==> src/rtl/relm_i2c_pkg.sv <==
// Shared types and constants for the relm I2C target: FSM states and pop_q flag positions.
package relm_i2c_pkg;

  typedef enum logic [2:0] {
    StIdle,
    StAddr,
    StAddrAck,
    StPtr,
    StWr,
    StWrAck,
    StRd,
    StRdAck
  } state_t;

  // Flag bit positions in pop_q, counted down from bit WD
  localparam int unsigned StopFlagOfs = 1;
  localparam int unsigned WrFlagOfs   = 2;
  localparam int unsigned RdFlagOfs   = 3;
  localparam int unsigned BusyOfs     = 4;

  localparam logic [6:0] GenCallAddr = 7'h00;

endpackage

==> src/rtl/relm_i2c_if.sv <==
// Core-side push/pop bus of the relm I2C target, in [WD:0] relm format (bit WD = strobe).
interface relm_i2c_if #(
  parameter int unsigned WD = 32
);
  logic [WD:0] push_d;
  logic        push_retry;
  logic [WD:0] pop_d;
  logic [WD:0] pop_q;

  modport master (output push_d, pop_d, input push_retry, pop_q);
  modport slave  (input push_d, pop_d, output push_retry, pop_q);
endinterface

==> src/rtl/relm_i2c_sync.sv <==
// Two-flop synchronisers for SCL/SDA plus a third flop for edge, START and STOP detection.
module relm_i2c_sync (
  input  logic clk,
  input  logic rst,
  input  logic scl_in,
  input  logic sda_in,
  output logic scl_rise,
  output logic scl_fall,
  output logic start,
  output logic stop,
  output logic sda_s
);
  // [1] is the synchronised level, [2] the same level one clk older
  logic [2:0] scl_q, scl_d;
  logic [2:0] sda_q, sda_d;

  always_comb begin
    scl_d = {scl_q[1:0], scl_in};
    sda_d = {sda_q[1:0], sda_in};
  end

  always_ff @(posedge clk) begin
    if (rst) begin
      scl_q <= 3'b111;
      sda_q <= 3'b111;
    end else begin
      scl_q <= scl_d;
      sda_q <= sda_d;
    end
  end

  assign scl_rise = scl_q[1] & ~scl_q[2];
  assign scl_fall = ~scl_q[1] & scl_q[2];
  assign start    = scl_q[1] & scl_q[2] & ~sda_q[1] & sda_q[2];
  assign stop     = scl_q[1] & scl_q[2] & sda_q[1] & ~sda_q[2];
  assign sda_s    = sda_q[1];

endmodule

==> src/rtl/relm_i2c_target.sv <==
// I2C target exposing a 2**WRA x 8 register file to an external master and to the relm core.
module relm_i2c_target
  import relm_i2c_pkg::*;
#(
  parameter int unsigned WD       = 32,
  parameter int unsigned WRA      = 4,
  parameter logic [6:0]  I2C_ADDR = 7'h3C
) (
  input  logic       clk,
  input  logic       rst,
  input  logic       scl_in,
  input  logic       sda_in,
  output logic       sda_oe_out,
  relm_i2c_if.slave  bus
);
  localparam int unsigned NReg = 2 ** WRA;

  logic scl_rise, scl_fall, start, stop, sda_s;

  relm_i2c_sync u_sync (
    .clk      (clk),
    .rst      (rst),
    .scl_in   (scl_in),
    .sda_in   (sda_in),
    .scl_rise (scl_rise),
    .scl_fall (scl_fall),
    .start    (start),
    .stop     (stop),
    .sda_s    (sda_s)
  );

  state_t         state_q, state_d;
  logic [2:0]     bit_cnt_q, bit_cnt_d;
  logic [7:0]     shift_q, shift_d;
  logic [WRA-1:0] ptr_q, ptr_d, ptr_inc;
  logic           rw_q, rw_d, matched_q, matched_d, sda_oe_q, sda_oe_d;
  logic           stop_f_q, stop_f_d, wr_f_q, wr_f_d, rd_f_q, rd_f_d;
  logic [7:0]     regs_q [NReg];
  logic [7:0]     regs_d [NReg];
  logic [7:0]     byte_in;
  logic           i2c_we, set_stop, set_wr, set_rd;

  assign byte_in = {shift_q[6:0], sda_s};
  assign ptr_inc = ptr_q + WRA'(1);

  always_comb begin
    state_d   = state_q;
    bit_cnt_d = bit_cnt_q;
    shift_d   = shift_q;
    ptr_d     = ptr_q;
    rw_d      = rw_q;
    matched_d = matched_q;
    sda_oe_d  = sda_oe_q;
    i2c_we    = 1'b0;
    set_stop  = 1'b0;
    set_wr    = 1'b0;
    set_rd    = 1'b0;
    if (stop) begin
      state_d   = StIdle;
      sda_oe_d  = 1'b0;
      set_stop  = matched_q;
      matched_d = 1'b0;
    end else if (start) begin
      state_d   = StAddr;
      bit_cnt_d = '0;
      sda_oe_d  = 1'b0;
    end else begin
      unique case (state_q)
        StIdle: ;
        StAddr, StPtr, StWr: begin
          if (scl_rise) begin
            shift_d   = byte_in;
            bit_cnt_d = bit_cnt_q + 3'd1;
            if (bit_cnt_q == 3'd7) begin
              if (state_q == StAddr) begin
                if (byte_in[7:1] == I2C_ADDR && byte_in[7:1] != GenCallAddr) begin
                  state_d   = StAddrAck;
                  rw_d      = byte_in[0];
                  matched_d = 1'b1;
                end else begin
                  state_d = StIdle;
                end
              end else if (state_q == StPtr) begin
                ptr_d   = byte_in[WRA-1:0];
                state_d = StWrAck;
              end else begin
                i2c_we  = 1'b1;
                ptr_d   = ptr_inc;
                set_wr  = 1'b1;
                state_d = StWrAck;
              end
            end
          end
        end
        // First fall drives ACK, second fall ends it
        StAddrAck, StWrAck: begin
          if (scl_fall) begin
            bit_cnt_d = '0;
            if (!sda_oe_q) begin
              sda_oe_d = 1'b1;
            end else if (state_q == StAddrAck && rw_q) begin
              state_d  = StRd;
              shift_d  = regs_q[ptr_q] << 1;
              sda_oe_d = ~regs_q[ptr_q][7];
            end else begin
              state_d  = (state_q == StAddrAck) ? StPtr : StWr;
              sda_oe_d = 1'b0;
            end
          end
        end
        StRd: begin
          if (scl_fall) begin
            sda_oe_d = ~shift_q[7];
            shift_d  = shift_q << 1;
          end else if (scl_rise) begin
            bit_cnt_d = bit_cnt_q + 3'd1;
            if (bit_cnt_q == 3'd7) state_d = StRdAck;
          end
        end
        StRdAck: begin
          if (scl_fall) begin
            sda_oe_d = 1'b0;
          end else if (scl_rise) begin
            ptr_d     = ptr_inc;
            bit_cnt_d = '0;
            if (!sda_s) begin
              state_d = StRd;
              shift_d = regs_q[ptr_inc];
            end else begin
              state_d = StIdle;
              set_rd  = 1'b1;
            end
          end
        end
        default: state_d = StIdle;
      endcase
    end
  end

  always_comb begin
    regs_d = regs_q;
    if (bus.push_d[WD]) regs_d[bus.push_d[8 +: WRA]] = bus.push_d[7:0];
    // Applied last so the I2C write wins a same-index collision
    if (i2c_we) regs_d[ptr_q] = byte_in;
  end

  always_comb begin
    stop_f_d = stop_f_q;
    wr_f_d   = wr_f_q;
    rd_f_d   = rd_f_q;
    if (bus.pop_d[WD]) begin
      stop_f_d = 1'b0;
      wr_f_d   = 1'b0;
      rd_f_d   = 1'b0;
    end
    if (set_stop) stop_f_d = 1'b1;
    if (set_wr)   wr_f_d   = 1'b1;
    if (set_rd)   rd_f_d   = 1'b1;
  end

  always_ff @(posedge clk) begin
    if (rst) begin
      state_q   <= StIdle;
      bit_cnt_q <= '0;
      shift_q   <= '0;
      ptr_q     <= '0;
      rw_q      <= 1'b0;
      matched_q <= 1'b0;
      sda_oe_q  <= 1'b0;
      stop_f_q  <= 1'b0;
      wr_f_q    <= 1'b0;
      rd_f_q    <= 1'b0;
      regs_q    <= '{default: 8'h00};
    end else begin
      state_q   <= state_d;
      bit_cnt_q <= bit_cnt_d;
      shift_q   <= shift_d;
      ptr_q     <= ptr_d;
      rw_q      <= rw_d;
      matched_q <= matched_d;
      sda_oe_q  <= sda_oe_d;
      stop_f_q  <= stop_f_d;
      wr_f_q    <= wr_f_d;
      rd_f_q    <= rd_f_d;
      regs_q    <= regs_d;
    end
  end

  assign sda_oe_out     = sda_oe_q;
  assign bus.push_retry = 1'b0;

  always_comb begin
    bus.pop_q                 = '0;
    bus.pop_q[7:0]            = regs_q[bus.pop_d[8 +: WRA]];
    bus.pop_q[WD-StopFlagOfs] = stop_f_q;
    bus.pop_q[WD-WrFlagOfs]   = wr_f_q;
    bus.pop_q[WD-RdFlagOfs]   = rd_f_q;
    bus.pop_q[WD-BusyOfs]     = (state_q != StIdle);
  end

  logic unused_bus;
  assign unused_bus = ^{bus.push_d[WD-1:8+WRA], bus.pop_d[WD-1:8+WRA], bus.pop_d[7:0]};

endmodule
==> src/flat_wrapper.sv <==
// flat-port wrapper written by rule: the top's interface ports become plain ports
module relm_i2c_target_flat import relm_i2c_pkg::*;
#(
  parameter int unsigned WD       = 32,
  parameter int unsigned WRA      = 4,
  parameter logic [6:0]  I2C_ADDR = 7'h3C
)
  (clk, rst, scl_in, sda_in, sda_oe_out, bus_push_d, bus_pop_d, bus_push_retry, bus_pop_q);
  relm_i2c_if #(.WD(WD)) bus_i ();
  input  logic clk;
  input  logic rst;
  input  logic scl_in;
  input  logic sda_in;
  output logic sda_oe_out;
  input wire logic [$bits(bus_i.push_d)-1:0] bus_push_d;
  input wire logic [$bits(bus_i.pop_d)-1:0] bus_pop_d;
  output wire logic [$bits(bus_i.push_retry)-1:0] bus_push_retry;
  output wire logic [$bits(bus_i.pop_q)-1:0] bus_pop_q;
  assign bus_i.push_d = bus_push_d;
  assign bus_i.pop_d = bus_pop_d;
  assign bus_push_retry = bus_i.push_retry;
  assign bus_pop_q = bus_i.pop_q;
  relm_i2c_target #(.WD(WD), .WRA(WRA), .I2C_ADDR(I2C_ADDR)) u_core (.clk(clk), .rst(rst), .scl_in(scl_in), .sda_in(sda_in), .sda_oe_out(sda_oe_out), .bus(bus_i));
endmodule
==> config.mk <==
export PLATFORM = sky130hd
export DESIGN_NAME = relm_i2c_target_flat
export DESIGN_NICKNAME = d
export VERILOG_FILES = /design/src/rtl/relm_i2c_pkg.sv /design/src/rtl/relm_i2c_if.sv /design/src/rtl/relm_i2c_sync.sv /design/src/rtl/relm_i2c_target.sv /design/src/flat_wrapper.sv
export SDC_FILE = /design/constraint.sdc
export NUM_CORES = 1
export LEC_CHECK = 0
export CAP_MARGIN = 20
export CORE_ASPECT_RATIO = 1.1
export CORE_UTILIZATION = 40
export CTS_CLUSTER_SIZE = 24
export DETAILED_ROUTE_END_ITERATION = 6
export GPL_TIMING_DRIVEN = 1
export SLEW_MARGIN = 20
export SYNTH_ARGS = -nofsm -noshare
export SYNTH_HDL_FRONTEND = slang
export SYNTH_HIERARCHICAL = 1
export SYNTH_SLANG_ARGS = --single-unit
==> constraint.sdc <==
create_clock -name clk -period 3.7 [get_ports clk]
set_clock_uncertainty 0.15 [all_clocks]
set_input_delay 0.555 -clock clk [delete_from_list [all_inputs] [get_ports clk]]
set_output_delay 0.555 -clock clk [all_outputs]
set_load 0.05 [all_outputs]
==> results of run 1 <==
-- kinds of logic after synthesis --
family,Yosys count,synth area share
AND/OR/NAND/NOR,285,0.127
multiplexers,269,0.354
buffers and inverters,147,0.0669
adder cells (fa/ha/maj),6,0.00693
XOR/XNOR,3,0.00312
flip-flops,158,0.292
other,1,0.000346
AO/OA/AOI/OAI,217,0.149
-- power groups by stage --
stage | Clock [mW] | Combinational [mW] | Sequential [mW]
3_5_place_dp | 0 | 0.328 | 1.78
6_report | 1.73 | 0.333 | 1.75
2_1_floorplan | 0 | 0.249 | 1.78
4_1_cts | 1.75 | 0.330 | 1.75
5_1_grt | 1.83 | 0.348 | 1.75
3_3_place_gp | 0 | 0.328 | 1.78
-- flip-flops by register name (all words and copies together), names as in the netlist, 3 cells and up --
register             cells
u_core/state_q           3
u_core/shift_q           8
u_core/bit_cnt_q         3
u_core/u_sync/sda_q      3
u_core/ptr_q             4
u_core/u_sync/scl_q      3
u_core/regs_q          128
-- placed cells by master (no fill, tap or decap), types with 17 or more instances in the layout --
cell / count
mux4_2: 91
a211oi_1: 130
mux2i_1: 172
nor2_1: 166
dfxtp_1: 156
conb_1: 22
clkdlybuf4s50_1: 23
nand3_1: 23
clkbuf_16: 17
buf_4: 47
-- layer usage --
metal | up-vias | share of wire | track usage
met5 | - | 0.00034 | 0
met4 | 2 | 0.033 | 0.0970
met1 | 4533 | 0.42 | 0.348
met3 | 74 | 0.086 | 0.0525
met2 | 487 | 0.46 | 0.406
li1 | 4062 | - | -
-- stage by stage --
| stage | setup WS [ns] | util | power [mW] |
|---|---|---|---|
| floorplan | 0.594 | - | 2.02 |
| global placement | 0.605 | 0.430 | 2.11 |
| detailed placement | 0.616 | 0.430 | 2.11 |
| CTS | 0.617 | 0.451 | 3.83 |
| global route | 0.330 | 0.451 | 3.93 |
| finish | 0.539 | 0.451 | 3.81 |
-- worst paths after layout --
check	endpoint	slack, ns	depth (start not counted)
max	u_core/regs_q[12]	0.54	8
min	u_core/u_sync/sda_q[1]	0.25	1
max reg2reg	u_core/regs_q[12]	0.54	8
min reg2reg	u_core/u_sync/sda_q[1]	0.25	1
-- final cells by class --
| class | instances | area [um2] |
|---|---|---|
| fillers | 2480 | 14500 |
| clock buffers | 21 | 450 |
| repair buffers | 76 | 673 |
| flip-flops and latches | 158 | 3170 |
| inverters | 8 | 30.0 |
| multi-input cells | 802 | 7030 |
| clock inverters | 11 | 109 |
| well taps | 352 | 440 |
==> metrics, run 1 <==
port buffer count 34; GPL Wtd Cong 0.942; FFs w/ async S/R, synth 0; GRT overflow 0; CTS tree done; Slew @ Worst Pin around 0.85 ns; DPL Wire Length 23700 um; period utilisation layout 0.854; dominant synthesized flop cell dfxtp_1; Peak VDD IR 275 uV; syn_area_per_cell 9.98 um2; RSZ-0062 raised after global routing false; drt pass-1 iters 5; Startpoint Class flip-flop; post-cts gate resize count 0; crit path from u_core/u_sync/sda_q[1]; CTS buffer count 17; Cell Area, Synth between 10000 and 15000 um2; WL/cell 24.9 um; final hold violation count 0; status complete, no violations; Worst-Skew Late Latency between 0.4 and 0.5 ns; clock root buffer master clkbuf_16; share of cells above drive strength 1 0.186; f_max roughly 320 MHz; clock group share of total power 0.454; EDFF count, synth 0; Syn Inst Count ~1100; most frequent CP cell buf_4; clk buf depth 2; Area contributors post-synth dfxtp_1 29%, mux4_2 19%, mux2i_1 16%; Clock Pin Slew Worst Setup and Hold Paths about 0.070 ns; Switching Power ~1.0 mW; Leakage between 4 and 5 nW; Ys Warns 6; Design Area, Final between 10000 and 15000 um2; unique cell type count in the Yosys netlist 61; CP Buf/Inv Count 2; global router's overall resource usage 0.258; required time of the worst setup path 3.83 ns; fin crit period around 3.2 ns; post-CTS setup repair buffer count 0; Routed WL ~36000 um; Setup Total Neg Slack 0 ns; Sw Share 0.267; n_diodes 0; area growth from synthesis to layout 9.79%; Starting Density 0.411; Synth area leader dfxtp_1; hold_buf cts 0; CTS sink count approximately 160; Power Density 320 nW/um2; core footprint about 26000 um2; post-synth top area share 0.292; Sequential Power Share 0.459; initial antenna violation count 1; die area approximately 28000 um2; Hold Path Origin u_core/u_sync/sda_q[0]; max incr delay on CP roughly 0.70 ns; Top Ports 105; dpl cells roughly 1400; H-Tree Depth 4; Logic pwr share 0.087; slowest stage cell, crit path nand4_1; max cap viols 0; Pins Over Slew Limit 0; Non-Filler Instances 1428; Hold Path Class reg -> reg; count leader, synth mux2i_1; Setup CP Type reg -> reg; critical path endpoint category flip-flop; first-pass GRT wire length 53700 um; synthesized flop and latch total ~160; most frequent cells after synthesis 172 x mux2i_1, 166 x nor2_1, 158 x dfxtp_1, 130 x a211oi_1, 91 x mux4_2; drt initial violations 1149; worst path arrival time about 3.3 ns; Finish-stage setup viols 0; post-synthesis sequential area ratio 0.292; critical-path cell list buf_4, and4b_1, nor3b_2, and4_1, buf_4, nand4_1, nor2_1, a211oi_1; via count ~9200; Final nets 1139; Internal Pwr Total roughly 2.8 mW; vias in the first global route around 8500; Worst R2R Start u_core/u_sync/sda_q[1]; DRC violations left 0; relative slew slack 0.433; die height about 170 um; Die Wd approximately 160 um; row count just over 60; Vias/cell between 6 and 7; Detail Route Antenna Nets 0; CP delay by family, top simple AND/OR/NAND/NOR gates; DP Area around 11000 um2; WHS between 0.2 and 0.3 ns; pin count of the biggest net entering global routing 66; critical path peak fanout 18
No activity file was read; power rests on OpenSTA's default activity.
==> run 2, diff against run 1 <==
- CTS_BUF_LIST: unset -> sky130_fd_sc_hd__clkbuf_8
- SYNTH_HIERARCHICAL: 1 -> unset
==> run 2 against run 1 <==
  * Combinational power up 83%
  * Non-clock buffer count fell by 15
  * Highest routed layer is now met4
  * Global-route usage is 0.61 points lower
  * Critical path depth is 3 lower
==> metrics, run 2 <==
status complete, no violations; CTS buffer count 17; footprint of the multi-input gates between 7000 and 8000 um2; row count 63; post-synthesis sequential area ratio 0.284; Worst Hold Path EP u_core.u_sync.sda_q[1]; RSZ-0062 raised after global routing false; core footprint about 27000 um2; clock root buffer master clkbuf_8; global router's overall resource usage 0.251; max cap viols 0; vias in the first global route roughly 8400; Worst R2R Start u_core.ptr_q[1]; clk buf depth 2; Starting Density 0.410; synthesized flop and latch total approximately 160; period utilisation layout 0.851; pin count of the biggest net entering global routing between 100 and 150; H-Tree Depth 4; Top Ports ~110; Vias/cell 6.33; GPL Wtd Cong approximately 0.93; Reg2Reg Setup Slack around 0.95 ns; CP delay by family, top multiplexers; critical path endpoint category primary output; DRC violations left 0; n_diodes 0; post-synth top area share 0.284; most frequent CP cell mux4_2; area growth from synthesis to layout 6.44%; share of cells above drive strength 1 0.201; via count between 8000 and 9000; Pins Over Slew Limit 0; Synth area leader dfxtp_1; critical path peak fanout 29; initial antenna violation count 0; Most flops, register u_core.regs_q; CTS sink count ~160; Clock Pin Slew Worst Setup and Hold Paths approximately 0.10 ns; drt initial violations 1024; Ys Warns 0; fin crit period 3.15 ns; register area ~3200 um2; drt pass-1 iters 5; Startpoint Class primary input; final core occ 0.437; Detail Route Antenna Nets 0; die height roughly 180 um; required time of the worst setup path 2.99 ns; max incr delay on CP roughly 0.63 ns; GRT overflow 0; post-cts gate resize count 0; first-pass GRT wire length roughly 53000 um; most frequent cells after synthesis 180 x mux2i_1, 158 x dfxtp_1, 147 x nor2_1, 125 x a211oi_1, 88 x mux4_2; most frequent cells in the layout 180 x mux2i_1, 156 x dfxtp_1, 147 x nor2_1; worst path arrival time ~2.4 ns; dominant synthesized flop cell dfxtp_1; Cell Area, Synth around 11000 um2; EDFF count, synth 0; FFs w/ async S/R, synth 0; Routed WL 35200 um; relative slew slack 0.322; CTS tree done; hold depth 1; WHS about 0.27 ns; Largest register FFs 128; Hold Path Origin u_core.u_sync.sda_q[0]; post-CTS setup repair buffer count 0; Peak VDD IR between 150 and 200 uV; Power Density ~340 nW/um2; Setup Total Neg Slack 0 ns; die area approximately 28000 um2; CP Buf/Inv Count 3; count leader, synth mux2i_1; Die Wd roughly 160 um; Setup CP Type in -> out; WL/cell approximately 25 um; final hold violation count 0; Leakage between 4 and 5 nW; Final nets 1129; most common cell after layout, fill and taps aside mux2i_1; Reg2Reg Depth 7; syn_area_per_cell 10.2 um2; unique cell type count in the Yosys netlist 67; Fillers about 2600; DPL Wire Length approximately 24000 um; top flop regs u_core.regs_q x128, u_core.shift_q x8, u_core.ptr_q x4; f_max about 320 MHz; hold_buf cts 0; critical-path cell list buf_2, buf_12, mux4_2, mux4_2, buf_4; Slew @ Worst Pin about 1.0 ns; port buffer count 34; slowest stage cell, crit path mux4_2; Worst-Skew Late Latency between 0.4 and 0.5 ns; Finish-stage setup viols 0; Hold Path Class reg -> reg; Area contributors post-synth dfxtp_1 28%, mux4_2 18%, mux2i_1 16%; r2r endpoint u_core.shift_q[2]; Syn Inst Count 1089
-- run 2: cell types whose count changed after synthesis, moves of 8 or more --
| cell | before | now |
|---|---|---|
| o21ai_0 | 7 | 18 |
| clkbuf_1 | 60 | 39 |
| a22oi_1 | 3 | 17 |
| nor2_1 | 166 | 147 |
| nor2_2 | 0 | 10 |
| buf_1 | 16 | 7 |
| buf_6 | 2 | 20 |
| nand2_4 | 0 | 8 |
| mux2i_1 | 172 | 180 |
-- run 2: cell families after synthesis --
family          after synthesis  synth area share
simple gates                273             0.129
mux                         268             0.340
compound gates              233             0.155
flops                       158             0.284
buf+inv                     147            0.0806
fa+ha+maj                     7           0.00787
xor+xnor                      2           0.00326
other cells                   1          0.000337
-- run 2: area by class of cell --
| cell class | count | area share |
|---|---|---|
| Clock buffer | 18 | 0.0209 |
| Clock inverter | 14 | 0.0193 |
| Inverter | 9 | 0.00285 |
| Sequential cell | 158 | 0.267 |
| Tap cell | 357 | 0.0377 |
| Multi-Input combinational cell | 805 | 0.604 |
| Timing Repair Buffer | 61 | 0.0484 |
-- run 2: worst register-to-register path, stage by stage, from the launching register on --
cell and delay [ns]:
dfxtp_2 0.35, buf_4 0.47, ha_1 0.38, xor2_4 0.15, buf_4 0.38, mux2i_1 0.45, o22a_1 0.21, a31oi_1 0.07
-- run 2: metal layers --
layer / wire [um] / up-vias / track usage
li1: - / 4051 / -
met1: 14700 / 4419 / 0.334
met2: 16500 / 443 / 0.395
met3: 2400 / 83 / 0.0403
met4: 1590 / 0 / 0.130
met5: 0 / - / 0
-- run 2: through the flow --
step	setup WS [ns]	total power, mW	area [um2]	cells
after floorplan	0.762	2.29	11200	1110
after global placement	0.549	2.43	11400	1390
after detailed placement	0.564	2.43	11400	1390
after CTS	0.556	4.01	11800	1422
after global routing	0.476	4.14	11800	1422
final	0.550	3.99	11800	1422
-- run 2: worst max-delay path by stage --
stage	from	endpoint	slack (ns)	depth (start not counted)
after floorplan	u_core.ptr_q[1]	u_core.shift_q[0]	0.76	11
after global placement	bus_pop_d[8]	bus_pop_q[0]	0.55	5
after detailed placement	bus_pop_d[8]	bus_pop_q[0]	0.56	5
after CTS	bus_pop_d[8]	bus_pop_q[0]	0.56	5
after global routing	u_core.state_q[1]	bus_pop_q[28]	0.48	3
final	bus_pop_d[8]	bus_pop_q[1]	0.55	5
-- run 2: report_power, final --
group          total [mW]  leakage [nW]  internal [mW]  switching (mW)
registers            1.79          1.28           1.74          0.0581
logic               0.610          2.66          0.207           0.404
clock network        1.59         0.238          0.837           0.748
total                3.99          4.18           2.78            1.21
